`src/rtl/rca_seq_adder_pkg.sv`:
```
// Shared definitions for the nibble-serial adder: FSM encoding and slice width.
package rca_seq_adder_pkg;

    localparam int unsigned SLICE_W = 4;

    typedef enum logic [1:0] {
        IDLE = 2'd0,
        RUN  = 2'd1,
        DONE = 2'd2
    } state_t;

endpackage

```
`src/rtl/rca4_slice.sv`:
```
// Purely combinational 4-bit ripple-carry adder slice.
module rca4_slice
    import rca_seq_adder_pkg::*;
(
    input  logic [SLICE_W-1:0] A,
    input  logic [SLICE_W-1:0] B,
    input  logic               cin,
    output logic [SLICE_W-1:0] s,
    output logic               Cout
);

    logic [SLICE_W:0] w_c;

    assign w_c[0] = cin;

    for (genvar i = 0; i < SLICE_W; i++) begin : g_bit
        assign s[i]     = A[i] ^ B[i] ^ w_c[i];
        assign w_c[i+1] = (A[i] & B[i]) | (w_c[i] & (A[i] ^ B[i]));
    end

    assign Cout = w_c[SLICE_W];

endmodule

```
`src/rtl/rca_seq_adder.sv`:
```
// Multi-cycle WIDTH-bit adder that feeds one nibble per cycle through a single
// 4-bit ripple-carry slice, with valid/ready handshakes on both sides.
module rca_seq_adder
    import rca_seq_adder_pkg::*;
#(
    parameter int unsigned WIDTH = 16
) (
    input  logic             clk,
    input  logic             rst,
    input  logic             in_valid,
    output logic             in_ready,
    input  logic [WIDTH-1:0] a,
    input  logic [WIDTH-1:0] b,
    input  logic             cin,
    output logic             out_valid,
    input  logic             out_ready,
    output logic [WIDTH-1:0] sum,
    output logic             cout,
    output logic             busy
);

    localparam int unsigned NSLICE = WIDTH / SLICE_W;
    localparam int unsigned CNT_W  = (NSLICE > 1) ? $clog2(NSLICE) : 1;
    localparam logic [CNT_W-1:0] CNT_LAST = CNT_W'(NSLICE - 1);

    if ((WIDTH < SLICE_W) || ((WIDTH % SLICE_W) != 0)) begin : g_width_check
        $error("rca_seq_adder: WIDTH must be a multiple of 4 and at least 4");
    end

    state_t             r_state;
    state_t             w_state_d;
    logic [WIDTH-1:0]   r_a_sh;
    logic [WIDTH-1:0]   r_b_sh;
    logic [WIDTH-1:0]   r_sum_sh;
    logic               r_carry;
    logic [CNT_W-1:0]   r_cnt;

    logic [SLICE_W-1:0]       w_s;
    logic                     w_cout;
    logic [WIDTH+SLICE_W-1:0] w_sum_cat;

    rca4_slice u_slice (
        .A    (r_a_sh[SLICE_W-1:0]),
        .B    (r_b_sh[SLICE_W-1:0]),
        .cin  (r_carry),
        .s    (w_s),
        .Cout (w_cout)
    );

    // New nibble enters at the top; concatenation keeps WIDTH=4 legal.
    assign w_sum_cat = {w_s, r_sum_sh};

    always_ff @(posedge clk or posedge rst) begin
        if (rst) begin
            r_state <= IDLE;
        end else begin
            r_state <= w_state_d;
        end
    end

    always_comb begin
        w_state_d = r_state;
        unique case (r_state)
            IDLE:    if (in_valid) w_state_d = RUN;
            RUN:     if (r_cnt == CNT_LAST) w_state_d = DONE;
            DONE:    if (out_ready) w_state_d = IDLE;
            default: w_state_d = IDLE;
        endcase
    end

    always_ff @(posedge clk or posedge rst) begin
        if (rst) begin
            r_a_sh   <= '0;
            r_b_sh   <= '0;
            r_sum_sh <= '0;
            r_carry  <= 1'b0;
            r_cnt    <= '0;
        end else begin
            unique case (r_state)
                IDLE: begin
                    if (in_valid) begin
                        r_a_sh  <= a;
                        r_b_sh  <= b;
                        r_carry <= cin;
                        r_cnt   <= '0;
                    end
                end
                RUN: begin
                    r_a_sh   <= r_a_sh >> SLICE_W;
                    r_b_sh   <= r_b_sh >> SLICE_W;
                    r_sum_sh <= w_sum_cat[WIDTH+SLICE_W-1:SLICE_W];
                    r_carry  <= w_cout;
                    r_cnt    <= r_cnt + CNT_W'(1);
                end
                default: ;
            endcase
        end
    end

    // Result registers double as outputs; they hold until the next acceptance.
    assign sum       = r_sum_sh;
    assign cout      = r_carry;
    assign out_valid = (r_state == DONE);
    assign in_ready  = (r_state == IDLE);
    assign busy      = (r_state != IDLE);

endmodule
```
`config.mk`:
```
export PLATFORM = sky130hd
export DESIGN_NAME = rca_seq_adder
export DESIGN_NICKNAME = d
export VERILOG_FILES = /design/src/rtl/rca_seq_adder_pkg.sv /design/src/rtl/rca4_slice.sv /design/src/rtl/rca_seq_adder.sv
export SDC_FILE = /design/constraint.sdc
export NUM_CORES = 1
export LEC_CHECK = 0
export CAP_MARGIN = 20
export CELL_PAD_IN_SITES_DETAIL_PLACEMENT = 1
export CELL_PAD_IN_SITES_GLOBAL_PLACEMENT = 2
export CORE_ASPECT_RATIO = 0.5
export CORE_UTILIZATION = 32
export CTS_BUF_LIST = sky130_fd_sc_hd__clkbuf_8
export DETAILED_ROUTE_END_ITERATION = 12
export PLACE_DENSITY = 0.89
export SETUP_SLACK_MARGIN = 0.05
export SKIP_CTS_REPAIR_TIMING = 1
export SLEW_MARGIN = 20
export SYNTH_ARGS = -nofsm -noshare
export SYNTH_HDL_FRONTEND = slang
export SYNTH_HIERARCHICAL = 1
export SYNTH_SLANG_ARGS = --single-unit
```
`constraint.sdc`:
```
create_clock -name clk -period 2.6 [get_ports clk]
set_clock_uncertainty 0.1 [all_clocks]
set_input_delay 0.52 -clock clk [delete_from_list [all_inputs] [get_ports clk]]
set_output_delay 0.52 -clock clk [all_outputs]
set_load 0.02 [all_outputs]
```
* Yosys cells after proc, flatten, opt, wreduce, memory -nomap -nowiden
Index checks and enable logic that the tools add are counted.
** Operators by class
- Muxes and demuxes :: 12
- Reductions and logical operators :: 5
- Bitwise gates (word level) :: 20
- Eq/ne operators :: 6
- $add $sub $neg :: 1
** Operator list (number)
- 16-bit one-hot mux with 2 select lines :: 2
- 16-bit two-way mux :: 2
- 1-bit AND :: 8
- 2-bit two-way mux :: 4
- 1-bit XOR :: 8
- 2-bit one-hot mux with 3 select lines :: 1
- 2-bit == test (second input constant) :: 2
- 2-bit inequality test (second input constant) :: 2
- 1-bit OR :: 4
- 2-bit one-hot mux with 2 select lines :: 1
- 2-bit nonzero test :: 2
- 3-bit AND reduction :: 1
- 2-bit by 1-bit adder with 2-bit output (second input constant) :: 1
- 2-bit by 1-bit == test with 1-bit output (second input constant) :: 1
- 2-bit logical NOT :: 1
- 2-bit by 1-bit inequality test with 1-bit output (second input constant) :: 1
- 1-bit one-hot mux with 2 select lines :: 1
- 2-bit AND reduction :: 1
- 1-bit two-way mux :: 1
** Word-level totals
- Output and inout bits :: 20
- Register bits after elaboration :: 53
- Bits of input ports :: 37
- Word-level logic and storage cells :: 50

* Longest topological paths before layout
- Depth after elaboration :: 10
- Depth in mapped cells :: 10
- Depth with buffers taken out :: 10

* Hierarchy
Netlist, hierarchy kept.
** By module, submodules not included
- rca_seq_adder :: sequential area each 1326.3 um^2, cells an instance 223, area an instance 2356.0 um^2, times used 1
- rca4_slice :: sequential area each 0.0 um^2, cells an instance 14, area an instance 117.6 um^2, times used 1

* Worst setup path before layout
Ideal clock, no wire load.
- Path kind :: register to register
- Start :: register r_carry, in the netlist cout
- End :: register r_sum_sh[15], in the netlist sum[15]
- Setup slack :: 0.315 ns
- Period minus slack after synthesis :: 2.285 ns
- Setup time :: 0.125 ns
- Stages on the path, launching flop included :: 10
- Data required time :: 2.375 ns
- Buffers on the path :: 0
- Arrival :: 2.060 ns
- Path through :: dfrtp_1 -> fa_1 -> inv_1 -> fa_1 -> inv_1 -> fa_1 -> inv_1 -> fa_1 -> inv_1 -> mux2_2
** Between the ends
- Cells in the longest elaborated chain, start to end :: 7
** RTL lines
- from (decl) :: line rca_seq_adder.sv:35 : logic r_carry;
- from (signal assigned) :: line rca_seq_adder.sv:84 : r_carry <= cin;
- from (signal assigned) :: line rca_seq_adder.sv:92 : r_carry <= w_cout;
- 1-bit AND :: line rca4_slice.sv:18 : assign w_c[i+1] = (A[i] & B[i]) | (w_c[i] & (A[i] ^ B[i]));
- 1-bit OR :: line rca4_slice.sv:18
- 1-bit AND :: line rca4_slice.sv:18
- 1-bit OR :: line rca4_slice.sv:18
- 1-bit AND :: line rca4_slice.sv:18
- 1-bit OR :: line rca4_slice.sv:18
- 1-bit XOR :: line rca4_slice.sv:17 : assign s[i] = A[i] ^ B[i] ^ w_c[i];
- via w_s[3] :: line rca_seq_adder.sv:38 : logic [SLICE_W-1:0] w_s;
- to (signal assigned) :: line rca_seq_adder.sv:91 : r_sum_sh <= w_sum_cat[WIDTH+SLICE_W-1:SLICE_W];
- to (decl) :: line rca_seq_adder.sv:34 : logic [WIDTH-1:0] r_sum_sh;
The timed path passes the listed nets, and every way through them passes these cells.
A chain may end at the register's enable or synchronous reset.

* Final worst setup path
- Start :: register r_state[1]
- End :: output port in_ready
** Between the ends
- Cells in the longest elaborated chain, start to end :: 1
** RTL lines
- from (decl) :: line rca_seq_adder.sv:30 : state_t r_state;
- from (signal assigned) :: line rca_seq_adder.sv:57 : r_state <= w_state_d;
- 2-bit logical NOT :: line rca_seq_adder.sv:104 : assign in_ready = (r_state == IDLE);
- to (decl) :: line rca_seq_adder.sv:11 : output logic in_ready,
Every way passes these cells.

==> flow_metrics.tcl <==
set metrics [dict create \
    antenna_found_initial 0 \
    first_global_vias 2193 \
    fmax_mhz 413.2 \
    clkLatencyLatePin_ns 0.30 \
    power.total_w 0.004252 \
    firstDrtPassIters 4 \
    cap_violations 0 \
    min_period_ns 2.420 \
    cts_sinks 53 \
    end_kind "output pin" \
    core-area_um2 7405 \
    synth_top_cell_area_share 0.5362 \
    synthCells 237 \
    r2r_setup_slack_ns 0.24 \
    grt-ovfl-total 0 \
    start_util 0.3341 \
    critPathSlowestCell "clkdlybuf4s50_1" \
    detailed_place_hpwl_um 4363 \
    root_buffer "clkbuf_8" \
    fp.dieH_um 64.17 \
    antenna_left 0 \
    vias 1983 \
    relSlewSlack 0.6295 \
    ys_top_cells_by_area "dfrtp_1, nor3_1, mux2_2" \
    path_buf_inv 2 \
    timing.critical_path.fanout_max 13 \
    synth_warnings 6 \
    drive_gt1_frac 0.1276 \
    synth_cell_type_count 26 \
    num_rows 22 \
    wl_per_cell_um 15.87 \
    dp_cells 378 \
    drt_iter0_markers 70 \
    tightest_slew_ns 0.5547 \
    num_io_pins 57 \
    synth.avg_cell_area_um2 10.44 \
    synth-seq-area-share 0.5362 \
    netlist_area_um2 2474 \
    h-tree-depth 2 \
    multi_input_area_um2 984.7 \
    ir_drop_mv 0.3521 \
    num_antenna_cells 0 \
    hold_violations 0 \
    slowest_delay_ns 0.59 \
    portBuffers 56 \
    tritoncts "done" \
    drc_errors 0 \
    grt_pass1_wl_um 10320 \
    die_x_um 126.3 \
    final_area_um2 3244 \
    finalCritPeriodShare 0.9308 \
    drv_slew 0 \
    cts.clk_slew.worst_paths_ns 0.10 \
    worstPathCellList "or2_2 > inv_1 > clkdlybuf4s50_1" \
    place_area_um2 3124 \
    rsz0062_at_grt "no" \
    via_per_inst 5.137 \
    postRouteWirelength_um 6125 \
    worstSetupPathType "reg2out" \
    setup_violations 0 \
    crit_path_start_kind "flip-flop" \
    syn-num-nets 279 \
    fillCellCount 819 \
    grt_max_degree 33 \
    finalSetupTns_ns 0 \
    worstPathRequired_ns 1.98 \
    power_density_nw_per_um2 1311 \
    fin_util 0.4382 \
    layout.nets 331 \
    stdcell_count 386 \
    worstPathArrival_ns 1.80 \
    crit_family "buffers and inverters" \
    layout.area.seq_um2 1326 \
    area_delta_synth_final_pct 31.16 \
    hold_class "reg2reg" \
    power_leakage_nw 1.313 \
    ys_seq_elements 53 \
    cts-buffers-inserted 5 \
    place_congestion 0.7271 \
    cts_buffer_depth 2 \
    die_area_um2 8107 \
    grt_use_total 0.1606 \
    yosysTopAreaCell "dfrtp_1" \
    outcome "complete, no violations" \
]
-- synthesized netlist by cell type, drive strengths merged --
cell type / n
ha: 1
o21bai: 1
clkbuf: 4
inv: 14
or2: 2
a21oi: 2
fa: 4
buf: 16
mux2: 16
nor2: 8
nor2b: 1
o22ai: 24
nor3: 57
nand2b: 5
o31ai: 1
a22o: 3
dfrtp: 53
nand3: 1
o32ai: 6
a32o: 1
o21ai: 11
nand2: 6
-- where the power goes --
group	switching (W)	internal, W	leakage, nW
Sequential	0.000329	0.00124	0.632
Combinational	0.00109	0.00101	0.624
Clock	0.000280	0.000313	0.0574
-- path summary, 6_finish.rpt --
check	startpoint	end	cells after the start
setup reg to reg	r_a_sh[0]	sum[15]	9
max in group asynchronous	rst	r_b_sh[7]	3
hold / removal	r_cnt[1]	r_cnt[1]	1
setup / recovery	r_state[1]	in_ready	3
min in group asynchronous	rst	r_a_sh[8]	2
hold reg to reg	r_cnt[1]	r_cnt[1]	1
-- cells by family (layout without fill, tap and decap cells) --
family | Yosys count | in the layout | synth area share
AOI/OAI and AO/OA | 49 | 49 | 0.1290
adders and majority gates | 5 | 5 | 0.03743
buffers and inverters | 34 | 87 | 0.06575
DFF | 53 | 53 | 0.5362
muxes | 16 | 16 | 0.07284
and+or+nand+nor | 80 | 80 | 0.1588
-- routing by layer --
layer	wire length (µm)	vias up	GRT usage
met1	2829	996	0.2028
met3	119	2	0.02764
met4	26	0	0.03916
met5	0	-	0
met2	3150	26	0.2880
li1	-	959	-
-- cell type report --
cell class                      instances  share of cell area
Tap cell                               96             0.03702
Inverter                               14             0.01620
Multi-Input combinational cell        150              0.3035
Clock buffer                            6             0.02545
Timing Repair Buffer                   65              0.1975
Clock inverter                          2             0.01157
Sequential cell                        53              0.4088
-- state kept, by name, summed over array words and instances, names as in the netlist --
register and count:
r_a_sh 16, r_cnt 2, r_b_sh 16, sum 16
cout 1, r_state 2
-- metrics by stage --
step / hold slack, ns / setup WS, ns
3_5_place_dp: 0.3907 / 0.2641
5_1_grt: 0.4413 / 0.09145
3_3_place_gp: 0.3782 / 0.3615
6_report: 0.4085 / 0.1800
2_1_floorplan: 0.3646 / 0.3154
4_1_cts: 0.4144 / 0.1582
-- cell usage in the layout (no fill, tap or decap) --
| cell | n |
|---|---|
| nand3_1 | 1 |
| nor2_1 | 8 |
| o21bai_1 | 1 |
| clkinvlp_4 | 1 |
| a22o_1 | 3 |
| ha_1 | 1 |
| nor2b_1 | 1 |
| nor3_1 | 57 |
| inv_2 | 2 |
| fa_1 | 4 |
| or2_2 | 2 |
| nand2b_1 | 5 |
| clkbuf_8 | 6 |
| clkdlybuf4s50_1 | 56 |
| o32ai_1 | 6 |
| buf_12 | 1 |
| nand2_1 | 6 |
| o22ai_1 | 24 |
| bufinv_16 | 1 |
| a21oi_1 | 2 |
| inv_1 | 12 |
| a32o_1 | 1 |
| o21ai_0 | 11 |
| mux2_2 | 16 |
| o31ai_1 | 1 |
| buf_4 | 8 |
| dfrtp_1 | 53 |
-- worst reg2reg max path: cells and delay by family (launching register included) --
| kind | cells | cell delay (ns) |
|---|---|---|
| fa+ha+maj | 4 | 1.36 |
| flops | 1 | 0.43 |
| buf+inv | 4 | 0.28 |
| mux | 1 | 0.14 |
(Power assumes the default switching activity.)
==> variant, RTL diff (config.mk and constraints unchanged) <==
Reset style: synchronous (`rst`), changed in 2 clocked blocks.
--- a/src/rtl/rca_seq_adder.sv
+++ b/src/rtl/rca_seq_adder.sv
@@ -52,3 +52,3 @@
 
-    always_ff @(posedge clk or posedge rst) begin
+    always_ff @(posedge clk) begin
         if (rst) begin
@@ -70,3 +70,3 @@
 
-    always_ff @(posedge clk or posedge rst) begin
+    always_ff @(posedge clk) begin
         if (rst) begin
Behaviour: differs if rst is asserted again (counterexample within 4 cycles, from zero or initial values and one cycle with rst high); with rst held inactive, the same outputs for 10 cycles.
==> variant against the original RTL <==
Routed wire length is 14% lower. Maximum frequency grew 6.5%. Die area is 6.9% lower. Core utilization is 0.71 points higher. Final area fell by 6.6%. Setup slack improved by 150 ps. Hold slack got worse by 50 ps. Synthesized area fell by 7.0%. Via count is 8.8% lower. Sequential cell count unchanged. Largest cell class unchanged.
Power is not compared: it rests on default switching activity, and its combinational part moved more than twofold at a synthesized area within 25%.
==> variant: results (changes against the original RTL) <==
* Status: finished, final reports clean (unchanged)
* WL final at 5260 um (was 6130 um)
* Slew HR at 57.4% (was 62.9%)
* Vias at 1808 (was 1983)
* Post-synth cell types at 23 (was 26)
* Clk_lat worst skew at 320 ps (was 300 ps)
* Met2 wire len at 2420 um (was 3150 um)
* Post-synth ARST share at 0% (was 100%)
* Sequential power share at 48.1%
* Sequential-to-total area share from yosys stat at 46.1% (was 53.6%)
* Cells after Synth at 244 (was 237)
* Post-synth net total at 286 (was 279)
* Placer Congestion at 0.679 (was 0.727)
* Fin nets at 336 (was 331)
* First-pass GRT wire length at 8600 um (was 10300 um)
* IO buf count at 56 (unchanged)
* Layout cells sized above 1 at 15.6% (was 12.8%)
* Top cells by area, synth: dfxtp_1 46%, o221a_1 9.8%, a21oi_2 8.0% (was dfrtp_1 54%, nor3_1 12%, mux2_2 7.3%)
* Crit path DAT at 1650 ps (was 1800 ps)
* Vias in the first global route at 1737 (was 2193)
* Cell area after placement at 2900 sq um (was 3120 sq um)
* M2 GR Usage at 25.3% (was 28.8%)
* Largest net degree at the start of global routing at 27 (was 33)
* Met3 wire len at 191 um (was 119 um)
* Hpwl dp at 3670 um (was 4360 um)
* First-pass detailed-route iteration total at 6 (was 4)
* Synth cell count leaders: 53 x dfxtp_1, 37 x inv_1, 32 x nand2_1 (was 57 x nor3_1, 53 x dfrtp_1, 24 x o22ai_1)
* GR Util All Layers at 15.1% (was 16.1%)
* Cells after DPL at 379 (was 378)
* Met1 Track Usage GR at 19.1% (was 20.3%)
* CP max FO at 7 (was 13)
* Met1 WL at 2570 um (was 2830 um)
* Yosys top cell by area: dfxtp_1 (was dfrtp_1)
* Non-filler instance count after layout at 387 (was 386)
* Delay of the slowest critical-path stage at 620 ps (was 590 ps)
* Initial DRC count at 116 (was 70)
variant: cell count changes after synthesis, sizes merged, moves of 11 or more:
cell | unedited run | this run
o21ai | 11 | 0
nand2 | 6 | 33
nor3 | 57 | 0
o22ai | 24 | 0
inv | 14 | 37
o221a | 0 | 25
a21oi | 2 | 42
dfxtp | 0 | 53
mux2 | 16 | 0
dfrtp | 53 | 0
variant: worst register-to-register path, cell delays in order (launching register included):
cell	delay, ps
dfxtp_1	350
fa_1	420
inv_1	70
fa_1	160
inv_1	50
fa_1	360
inv_1	80
fa_1	400
inv_1	60
nand2_1	40
a21oi_1	110
variant: logic make-up (layout without fill, tap and decap cells):
logic type	count (synthesis)	count (layout)	share of synthesized area (%)
multiplexers	1	1	0.435
AO/OA/AOI/OAI	78	78	28.6
adder cells (fa/ha/maj)	5	5	4.03
AND/OR/NAND/NOR	52	52	9.63
flip-flops	53	53	46.1
buffers and inverters	55	106	11.2
variant: layout make-up:
| cell class | count | area [sq um] | share of cell area (%) |
|---|---|---|---|
| clock buffer | 5 | 68.8 | 2.27 |
| clock inverter | 3 | 65.1 | 2.15 |
| inverter | 37 | 139 | 4.58 |
| multi-input combinational | 136 | 988 | 32.6 |
| sequential | 53 | 1060 | 35.0 |
| tap | 92 | 115 | 3.80 |
| timing repair buffer | 61 | 593 | 19.6 |
variant: worst paths after layout:
check / from / slack [ps] / cells past startpoint / to
worst max-delay path: r_state[1] / 330 / 2 / out_valid
worst min-delay path: sum[2] / 360 / 2 / sum[2]
worst max register to register: r_a_sh[0] / 330 / 10 / sum[15]
worst min register to register: sum[2] / 360 / 2 / sum[2]
variant: through the flow:
step	setup WS (ps)	util, %
final	328	44.5
after global routing	234	44.5
after CTS	308	44.5
after detailed placement	331	42.6
after global placement	421	42.6
after floorplan	443	-
